<file path="config.mk">
export PLATFORM = sky130hd
export DESIGN_NAME = noise_matrix_reader
export DESIGN_NICKNAME = d
export VERILOG_FILES = /design/src/rtl/noise_matrix_reader.sv
export SDC_FILE = /design/constraint.sdc
export NUM_CORES = 1
export LEC_CHECK = 0
export CAP_MARGIN = 30
export CORE_MARGIN = 2
export CORE_UTILIZATION = 51
export CTS_CLUSTER_SIZE = 8
export DETAILED_ROUTE_END_ITERATION = 7
export PLACE_DENSITY = 0.84
export SYNTH_ARGS = -nofsm -noshare
export SYNTH_HDL_FRONTEND = slang
export SYNTH_SLANG_ARGS = --single-unit
</file>
<file path="constraint.sdc">
create_clock -name clk -period 3.6 [get_ports clk]
set_input_delay 0.72 -clock clk [delete_from_list [all_inputs] [get_ports clk]]
set_output_delay 0.72 -clock clk [all_outputs]
set_load 0.01 [all_outputs]
</file>
<file path="src/rtl/noise_matrix_reader.sv">
// Streams a square noise matrix out of BRAM in row-major order
// as a valid/ready stream with row and frame end markers.
module noise_matrix_reader #(
  parameter int DATA_WIDTH = 16,
  parameter int ADDR_WIDTH = 14
) (
  input  logic                  clk,
  input  logic                  rst_n,
  input  logic                  start,
  input  logic [2:0]            size,
  output logic [ADDR_WIDTH-1:0] bram_addr,
  output logic                  bram_en,
  input  logic [DATA_WIDTH-1:0] bram_rdata,
  output logic [DATA_WIDTH-1:0] m_data,
  output logic                  m_valid,
  input  logic                  m_ready,
  output logic                  m_row_last,
  output logic                  m_last,
  output logic                  busy,
  output logic                  done
);

  localparam logic [1:0] S_IDLE = 2'd0;
  localparam logic [1:0] S_RUN  = 2'd1;
  localparam logic [1:0] S_DONE = 2'd2;

  logic [1:0]            r_state;
  logic [ADDR_WIDTH-1:0] r_limit;
  logic [6:0]            r_mask;
  logic [ADDR_WIDTH:0]   r_rd_idx;
  logic [ADDR_WIDTH-1:0] r_addr_hold;
  logic [ADDR_WIDTH-1:0] r_inf_idx;
  logic                  r_inflight;
  logic [DATA_WIDTH-1:0] r_dmem [2];
  logic [ADDR_WIDTH-1:0] r_imem [2];
  logic                  r_wptr;
  logic                  r_rptr;
  logic [1:0]            r_count;

  logic [ADDR_WIDTH-1:0] w_lim_n;
  logic [6:0]            w_mask_n;
  logic                  w_start;
  logic                  w_valid;
  logic                  w_pop;
  logic [2:0]            w_credit;
  logic                  w_issue;
  logic [ADDR_WIDTH-1:0] w_addr;
  logic [ADDR_WIDTH-1:0] w_head_idx;
  logic                  w_last_beat;

  always_comb begin
    w_lim_n  = ADDR_WIDTH'(16383);
    w_mask_n = 7'd127;
    case (size)
      3'd0: begin w_lim_n = ADDR_WIDTH'(15);   w_mask_n = 7'd3;  end
      3'd1: begin w_lim_n = ADDR_WIDTH'(63);   w_mask_n = 7'd7;  end
      3'd2: begin w_lim_n = ADDR_WIDTH'(255);  w_mask_n = 7'd15; end
      3'd3: begin w_lim_n = ADDR_WIDTH'(1023); w_mask_n = 7'd31; end
      3'd4: begin w_lim_n = ADDR_WIDTH'(4095); w_mask_n = 7'd63; end
      default: begin
        w_lim_n  = ADDR_WIDTH'(16383);
        w_mask_n = 7'd127;
      end
    endcase
  end

  // Credit includes the same-cycle pop so the 2-entry buffer never overflows
  assign w_start    = (r_state == S_IDLE) && start;
  assign w_valid    = (r_count != 2'd0);
  assign w_pop      = w_valid && m_ready;
  assign w_credit   = {1'b0, r_count} + {2'b00, r_inflight}
                    - {2'b00, w_pop};
  assign w_issue    = (r_state == S_RUN)
                    && (r_rd_idx <= {1'b0, r_limit})
                    && (w_credit < 3'd2);
  assign w_addr     = w_issue ? r_rd_idx[ADDR_WIDTH-1:0] : r_addr_hold;
  assign w_head_idx = r_imem[r_rptr];
  assign w_last_beat = w_pop && (w_head_idx == r_limit);

  always_ff @(posedge clk or negedge rst_n) begin
    if (!rst_n) begin
      r_state <= S_IDLE;
      r_limit <= '0;
      r_mask  <= '0;
    end else begin
      case (r_state)
        S_IDLE: if (start) begin
          r_state <= S_RUN;
          r_limit <= w_lim_n;
          r_mask  <= w_mask_n;
        end
        S_RUN:  if (w_last_beat) r_state <= S_DONE;
        S_DONE: if (!start) r_state <= S_IDLE;
        default: r_state <= S_IDLE;
      endcase
    end
  end

  always_ff @(posedge clk or negedge rst_n) begin
    if (!rst_n) begin
      r_rd_idx    <= '0;
      r_addr_hold <= '0;
      r_inf_idx   <= '0;
      r_inflight  <= 1'b0;
    end else begin
      if (w_start) r_rd_idx <= '0;
      else if (w_issue) r_rd_idx <= r_rd_idx + 1'b1;
      r_addr_hold <= w_addr;
      r_inflight  <= w_issue;
      if (w_issue) r_inf_idx <= w_addr;
    end
  end

  // Each entry carries its word index so markers stay aligned with data
  always_ff @(posedge clk or negedge rst_n) begin
    if (!rst_n) begin
      r_dmem[0] <= '0;
      r_dmem[1] <= '0;
      r_imem[0] <= '0;
      r_imem[1] <= '0;
      r_wptr    <= 1'b0;
      r_rptr    <= 1'b0;
      r_count   <= 2'd0;
    end else begin
      if (r_inflight) begin
        r_dmem[r_wptr] <= bram_rdata;
        r_imem[r_wptr] <= r_inf_idx;
        r_wptr         <= ~r_wptr;
      end
      if (w_pop) r_rptr <= ~r_rptr;
      r_count <= r_count + {1'b0, r_inflight} - {1'b0, w_pop};
    end
  end

  assign bram_en    = w_issue;
  assign bram_addr  = w_addr;
  assign m_data     = r_dmem[r_rptr];
  assign m_valid    = w_valid;
  assign m_row_last = w_valid && ((w_head_idx[6:0] & r_mask) == r_mask);
  assign m_last     = w_valid && (w_head_idx == r_limit);
  assign busy       = (r_state == S_RUN);
  assign done       = (r_state == S_DONE);

endmodule
</file>
* Word level (Yosys, flattened, before mapping) *
Cells that the tools add are included.

storage, ports and cells
  register bits = 131
  word-level logic and storage cells = 75
  bits of input ports = 23
  output and inout port bits = 36

operators by class
  mux-type cells = 21
  $add $sub $neg = 5
  equal/unequal tests = 11
  reduce and logical (&&, ||, !) cells = 14
  magnitude comparators = 5
  bitwise gates (word level) = 5

operator list
  kind                                                                   count
  14-bit 2-to-1 mux                                                      5
  14-bit case mux with 5 select lines                                    1
  16-bit 2-to-1 mux                                                      4
  7-bit case mux with 5 select lines                                     1
  32-bit bitwise mux                                                     1
  15-bit 2-to-1 mux                                                      2
  28-bit bitwise mux                                                     1
  16-bit demux with 1-bit select                                         1
  15-bit by 1-bit adder with 15-bit output, second input constant        1
  15-bit by 14-bit less-or-equal comparator with 1-bit output            1
  14-bit demux with 1-bit select                                         1
  14-bit equality test                                                   1
  1-bit logical AND                                                      8
  7-bit bitwise AND                                                      1
  7-bit equality test                                                    1
  3-bit by 2-bit equality test with 1-bit output, second input constant  2
  2-bit 2-to-1 mux                                                       3
  2-bit case mux with 3 select lines                                     1
  2-bit greater-or-equal comparator, second input constant               2
  2-bit inequality test, second input constant                           2
  1-bit inverter with 2-bit output                                       2
  2-bit nonzero test                                                     2
  2-bit by 1-bit adder with 3-bit output                                 1
  3-bit by 1-bit equality test with 1-bit output, second input constant  1
  other kinds (14)                                                       15

* Longest topological paths before layout *
Gate-level depths: netlist of run 1.

  depth in word-level cells = 8
  mapped depth = 13
  mapped depth without buffers = 12

* Worst setup path before layout of run 1 *
Ideal clock, no wire load.

  kind = input -> output
  start = in m_ready
  end = out bram_addr[10]
  slack = -259 ps
  path buffers = 2
  data required time = 2880 ps
  arrival = 3139 ps
  cell stages on the path = 10
  cells stage by stage = and2_1 > ha_1 > inv_1 > ha_1 > fa_1 > or3_1 > clkbuf_1 > nor2_2 > buf_2 > mux2_2

between the ends
  cells in the longest elaborated chain, start to end = 5

RTL lines
  what                                           RTL line  RTL
  start, declared                                16        input logic m_ready,
  1-bit logical AND                              70        assign w_pop = w_valid && m_ready;
  3-bit by 1-bit subtractor with 3-bit output    72        - {2'b00, w_pop};
  named net w_credit[1]                          45        logic [2:0] w_credit;
  3-bit by 2-bit < comparator with 1-bit output  75        && (w_credit < 3'd2);
  1-bit logical AND                              75
  named net bram_en                              12        output logic bram_en,
  14-bit 2-to-1 mux                              76        assign w_addr = w_issue ? r_rd_idx[ADDR_WIDTH-1:0] : r_addr_hold;
  end, declared                                  11        output logic [ADDR_WIDTH-1:0] bram_addr,

The timed path passes the listed nets, and every way through them passes these cells.

* Worst setup path in the final report of run 1 *
  start = reg r_count[1]
  end = out bram_addr[2]

between the ends
  cells in the longest elaborated chain, start to end = 6
  elaborated cells between the ends (all ways) = 7
  classes of those cells = add/sub: 2; order compare: 1; mux: 1; reduce/logical: 3

RTL lines
  what                                           RTL line  RTL
  start, declared                                38        logic [1:0] r_count;
  start signal, assigned                         131       r_count <= r_count + {1'b0, r_inflight} - {1'b0, w_pop};
  2-bit nonzero test                             69        assign w_valid = (r_count != 2'd0);
  1-bit logical AND                              70
  named net w_pop                                44        logic w_pop;
  3-bit by 1-bit subtractor with 3-bit output    72
  3-bit by 2-bit < comparator with 1-bit output  75
  1-bit logical AND                              75
  14-bit 2-to-1 mux                              76

The timed path passes the listed nets, and every way through them passes these cells.

==> reports/metrics.cfg, run 1 <==
[yosys]
synthXorXnorAreaFrac = 0.00474
syn-num-nets = 493
synthMuxAreaShare = 0.226
synth_compound_area_frac = 0.0740
synth_flop_cell = dfrtp_1
ys_warn_count = 0
synth.distinct_cells = 51
syn-mean-instance-area_um2 = 12.3
synthSimpleGateAreaFrac = 0.0998
synth-edff-count = 0
synthAdderAreaFrac = 0.0465
async_flop_share = 1.00
synth-seq-cells = 116
synth_top_family_by_area = multiplexers
synth_area_um2 = 5540
yosysSeqAreaShare = 0.524
synthCells = 450

[worst_hold_path]
hp-class = input pin to async pin

[layout]
final_common_cell = dfrtp_1
fin_cells = 709
regArea_um2 = 2900
layout_common_cells = dfrtp_1, mux2_2, buf_4
area_growth_pct = 31.7
multi_input_area_um2 = 2620
fin_area_um2 = 7300
nFillCells = 706
layout.nets = 599
layout-drive-gt1-share = 0.388
diodes = 0

[power]
worst_ir_drop_vdd_mv = 0.538
powerDensity_nw_per_um2 = 822
p_leak_nw = 3.36

[drt]
drc = 0
vias = 4120
drt_first_pass_iters = 4
dr.first_iter.drc_count = 319
wire_per_inst_um = 19.3
vias_per_cell = 5.81
wirelength_um = 13700
drtAntennaViolNets = 0

[cts]
numCtsBuffers = 17
clock_sinks = 116
clk_latency_ns = 0.52
hold_buffers = 0
cts_tree = built
clkTransAtPathRegs_ns = 0.06
clock_path_buffers = 2
htreeDepth = 4
root_buffer = clkbuf_8

[sta]
worst_pin_slew_ns = 0.779
min_period_ns = 4.08
layout_setup_ws_ns = -0.476
setup_viol = 15
final.setup_skew_ns = 0.0124
drv_slew = 0
fmax_mhz = 245
slew_headroom = 0.481
hold_violations = 0
rsz0062_at_grt = yes
period_share = 1.13

[setup_path]
cp-start-kind = flop
reg2reg_depth = 15
crit_arrival_ns = 3.36
rrSetupSlack_ns = 0.21
r2r-start = r_count[1]
r2r_end = r_inf_idx[10]
crit_required_ns = 2.88
critPathKind = flop to primary output
crit_fanout = 6
cp-end-kind = primary output

[grt]
grt_pass1_wl_um = 21600
antenna_found_initial = 0
grt_pass1_vias = 4213
grt_max_degree = 61
grt_remaining_overflow = 0
grt.total_usage = 0.245

[place]
gp_congestion = 0.918
numPortBuffers = 58
dp_cells = 663
dp_slack_ns = -0.910
hpwl_um = 8540
dpl_cell_area_um2 = 6580

[floorplan]
core_um2 = 10700
die_h_um = 108
dieArea_um2 = 11700
fp-row-count = 38
die_x_um = 108
initial_utilization = 0.518
ios = 59

[run_status]
status = finished with violations
violations = negative setup slack

[job]
maxCapViolations = 0

## cell families (layout without fill, tap and decap cells)
logic type      count (synthesis)  after routing
buf+inv                        33            152
flops                         116            116
mux                           112            112
fa+ha+maj                      20             20
compound gates                 64             64
simple gates                  102            102
xor+xnor                        3              3
## report_power, final
part	internal, mW	switching, mW
Combinational	1.41	1.12
Clock	0.999	0.602
Sequential	1.64	0.223
## registers in the layout, indices dropped and copies added (netlist names), 2 cells and up
name         count
r_dmem          32
r_imem          28
r_rd_idx        15
r_addr_hold     14
r_inf_idx       14
r_limit          6
r_count          2
r_state          2
## cell type report
type / instances / share of cell area
flip-flops and latches: 116 / 0.398
multi-input cells: 301 / 0.359
repair buffers: 106 / 0.135
clock buffers: 19 / 0.0591
well taps: 140 / 0.0240
clock inverters: 13 / 0.0183
inverters: 14 / 0.00720
## stage by stage
stage          hold slack [ns]   util  TNS [ns]  power [mW]
5_1_grt                  0.320  0.682     -7.95        6.28
4_1_cts                  0.297  0.682     -6.96        6.03
6_report                 0.280  0.682     -6.74        6.00
3_3_place_gp             0.481  0.615    -13.42        4.04
3_5_place_dp             0.480  0.615    -15.71        4.14
2_1_floorplan            0.424      -         0        3.26
## Yosys cell counts (all sizes together) (3+ instances only)
master | instances | area share
nand2b | 4 | 0.0045
dfrtp | 116 | 0.52
clkbuf | 12 | 0.0081
mux2 | 106 | 0.22
o31ai | 6 | 0.0081
and3 | 4 | 0.0045
or3 | 7 | 0.0088
nand4 | 4 | 0.0045
o21ai | 13 | 0.012
o22ai | 3 | 0.0045
nand3 | 11 | 0.0099
inv | 14 | 0.0095
a21oi | 22 | 0.020
nor2b | 3 | 0.0034
nor3 | 5 | 0.0045
or4 | 7 | 0.0095
nor2 | 19 | 0.015
a211oi | 4 | 0.0054
and2 | 4 | 0.0045
mux2i | 6 | 0.011
nand2 | 27 | 0.018
ha | 19 | 0.043
buf | 7 | 0.0074
## routing by layer
layer / up-vias / global-route usage / wire [um]
li1: 1855 / - / -
met1: 2049 / 0.294 / 5480
met2: 180 / 0.422 / 6880
met3: 36 / 0.0518 / 895
met4: 0 / 0.115 / 410
met5: - / 0 / 0
## worst max-delay path by stage
stage	from	end
finish	r_count[1]	bram_addr[2]
global placement	m_ready	bram_addr[8]
CTS	r_count[1]	bram_addr[2]
global route	r_count[1]	bram_addr[2]
detailed placement	m_ready	bram_addr[11]
floorplan	m_ready	bram_addr[10]
## what timing repair did
item	CTS	global route
setup endpoints to repair	16	15
cloned	1	0
pin swaps	6	5
gates resized for setup	87	6
setup buffers	10	6
## critical path: stages, from the launching register on
cell	delay, ns
dfrtp_1	0.39
inv_2	0.07
nand2_2	0.06
and2_4	0.15
ha_4	0.26
inv_2	0.04
ha_4	0.15
fa_2	0.39
xnor2_2	0.16
or3_4	0.42
nor2_4	0.15
buf_8	0.16
mux2_4	0.32
buf_6	0.12
Power figures use the tool's default switching activity.
==> run 2, diff against run 1 <==
CORE_MARGIN = 4   (was 2)
GPL_TIMING_DRIVEN = 1   (was unset)
==> reports/metrics.cfg, run 2 (synthesis gave the netlist of run 1 again) <==
[place]
hpwl_um = 8970  ; +5.0%
dp_slack_ns = -0.918  ; -0.00731 ns
numPortBuffers = 58  ; unchanged
gp_congestion = 0.935  ; +1.9%

[setup_path]
cp-end-kind = primary output
critPathTopFamily = adder cells
critPathKind = flop to primary output
cp-start-kind = flop
crit_chain = inv_2 -> nand2_2 -> and2_4 -> ha_4 -> inv_2 -> ha_4 -> fa_2 -> xnor2_2 -> or3_4 -> nor2_4 -> buf_12 -> buf_8 -> mux2_4 -> buf_6
cp_slowest_stage_delay_ns = 0.40  ; -0.02 ns
crit_arrival_ns = 3.40  ; +0.04 ns
r2r_end = r_rd_idx[11]
cp_slowest_cell = dfrtp_1
r2r-start = r_count[1]
crit_required_ns = 2.88  ; about the same
crit_fanout = 7  ; +1
critPathBufInv = 5  ; +1
rrSetupSlack_ns = 0.37  ; +0.16 ns
reg2reg_depth = 14  ; -1

[floorplan]
dieArea_um2 = 12600  ; +7.5%
ios = 59  ; unchanged
die_h_um = 112  ; +3.7%
core_um2 = 10500  ; -2.2%
die_x_um = 112  ; +3.7%
initial_utilization = 0.530  ; +0.0116
fp-row-count = 37  ; -2.6%

[layout]
final_common_cell = dfrtp_1
top_register = r_dmem
area_growth_pct = 32.3
largest_reg_flops = 32  ; unchanged
layout-drive-gt1-share = 0.390  ; +0.00176
diodes = 0  ; unchanged
reg_top3 = r_dmem (32), r_imem (28), r_rd_idx (15)
nFillCells = 737  ; +4.4%
layout.nets = 600  ; +0.17%
layout_common_cells = dfrtp_1, mux2_2, buf_4

[sta]
period_share = 1.14  ; +0.0116
fmax_mhz = 243  ; -1.0%
layout_setup_ws_ns = -0.517  ; -0.0416 ns
hold_violations = 0  ; unchanged
final.setup_skew_ns = 0.00786  ; -0.00457 ns
min_period_ns = 4.12  ; +0.0416 ns
setup_viol = 15  ; unchanged
worst_pin_slew_ns = 0.701  ; -0.0776 ns
setup_tns_ns = -6.56  ; +0.181 ns
slew_headroom = 0.533  ; +0.0517
drv_slew = 0  ; unchanged
rsz0062_at_grt = yes

[job]
maxCapViolations = 0  ; unchanged

[grt]
grt.total_usage = 0.216  ; -0.0293
grt_pass1_vias = 4269  ; +1.3%
grt_remaining_overflow = 0  ; unchanged
grt_pass1_wl_um = 21500  ; -0.67%
grt_max_degree = 64  ; +4.9%
antenna_found_initial = 0  ; unchanged

[drt]
drc = 0  ; unchanged
drt_first_pass_iters = 5  ; +1
drtAntennaViolNets = 0  ; unchanged
dr.first_iter.drc_count = 245  ; -23%
wire_per_inst_um = 18.5  ; -4.0%
vias_per_cell = 5.74  ; -1.2%
wirelength_um = 13000  ; -4.6%
vias = 4046  ; -1.8%

[cts]
clock_sinks = 116  ; unchanged
root_buffer = clkbuf_8
numCtsBuffers = 17  ; unchanged
cts_tree = built
clock_path_buffers = 2  ; unchanged
clk_latency_ns = 0.52  ; about the same
hold_buffers = 0  ; unchanged
htreeDepth = 4  ; unchanged
clkTransAtPathRegs_ns = 0.06  ; about the same

[power]
worst_ir_drop_vdd_mv = 0.538  ; about the same
powerDensity_nw_per_um2 = 834  ; +1.4%
p_leak_nw = 3.38  ; +0.41%
p_total_mw = 6.11  ; +1.9%

[run_status]
status = finished with violations
violations = negative setup slack

[worst_hold_path]
hp-class = input pin to async pin

-- run 2: cell types whose count changed in the layout (fill, tap and decap cells not counted) --
cell / before / now
clkbuf_8: 2 / 5
clkinv_4: 2 / 0
a2111oi_0: 1 / 0
a2111oi_2: 1 / 2
buf_12: 1 / 2
buf_4: 44 / 43
buf_6: 18 / 19
clkinv_2: 5 / 4
inv_6: 1 / 0
-- run 2: worst max path at each step --
stage | startpoint | endpoint | slack [ns] | depth (start not counted)
4_1_cts | r_count[1] | bram_addr[12] | -0.62 | 14
3_5_place_dp | m_ready | bram_addr[0] | -0.92 | 12
5_1_grt | r_count[1] | bram_addr[12] | -0.62 | 14
2_1_floorplan | m_ready | bram_addr[10] | 0.008 | 10
3_3_place_gp | m_ready | bram_addr[3] | -0.88 | 11
6_report | r_count[1] | bram_addr[12] | -0.52 | 14
-- run 2: metal layers --
metal / track usage / share of wire
met1: 0.263 / 0.43
met2: 0.366 / 0.51
met3: 0.0523 / 0.040
met4: 0.0938 / 0.024
met5: 0 / 0
-- run 2: cell type report --
class                           count  area (um^2)  share of cell area
Clock buffer                       22          473              0.0645
Clock inverter                      9          103              0.0140
Multi-Input combinational cell    301         2620               0.358
Timing Repair Buffer              107         1010               0.138
Tap cell                          136          170              0.0232
Inverter                           14         52.6             0.00716
Sequential cell                   116         2900               0.396
-- run 2: what timing repair did --
| item | CTS | global route |
|---|---|---|
| resized for setup | 89 | 7 |
| cloned | 0 | 0 |
| endpoints found under the hold margin | 0 | 0 |
| pin swaps | 7 | 4 |
| buffers inserted | 9 | 5 |
| endpoints found under the setup margin | 17 | 16 |
-- run 2: worst register-to-register path, stage by stage (launching register included) --
cell and delay [ns]:
dfrtp_1 0.40, inv_2 0.07, nand2_2 0.05, and2_4 0.14, ha_4 0.25, inv_2 0.03, ha_4 0.15, fa_2 0.37
xnor2_2 0.16, or3_4 0.35, buf_4 0.14, buf_4 0.18, or3_1 0.41, or4_1 0.41, nand2_1 0.08
-- run 2: report_power, final --
group	switching, mW	leakage (nW)	internal (mW)
clock network	0.566	0.279	1.05
logic	1.12	1.60	1.51
registers	0.228	1.50	1.64
total	1.92	3.38	4.20
-- run 2: metrics by stage --
| stage | hold WS, ns | std cells | instance area, um^2 | utilization |
|---|---|---|---|---|
| after floorplan | 0.424 | 450 | 5650 | - |
| after global placement | 0.481 | 662 | 6600 | 0.631 |
| final | 0.232 | 705 | 7330 | 0.701 |
| after CTS | 0.245 | 702 | 7300 | 0.698 |
| after detailed placement | 0.480 | 662 | 6600 | 0.631 |
| after global routing | 0.294 | 705 | 7330 | 0.701 |
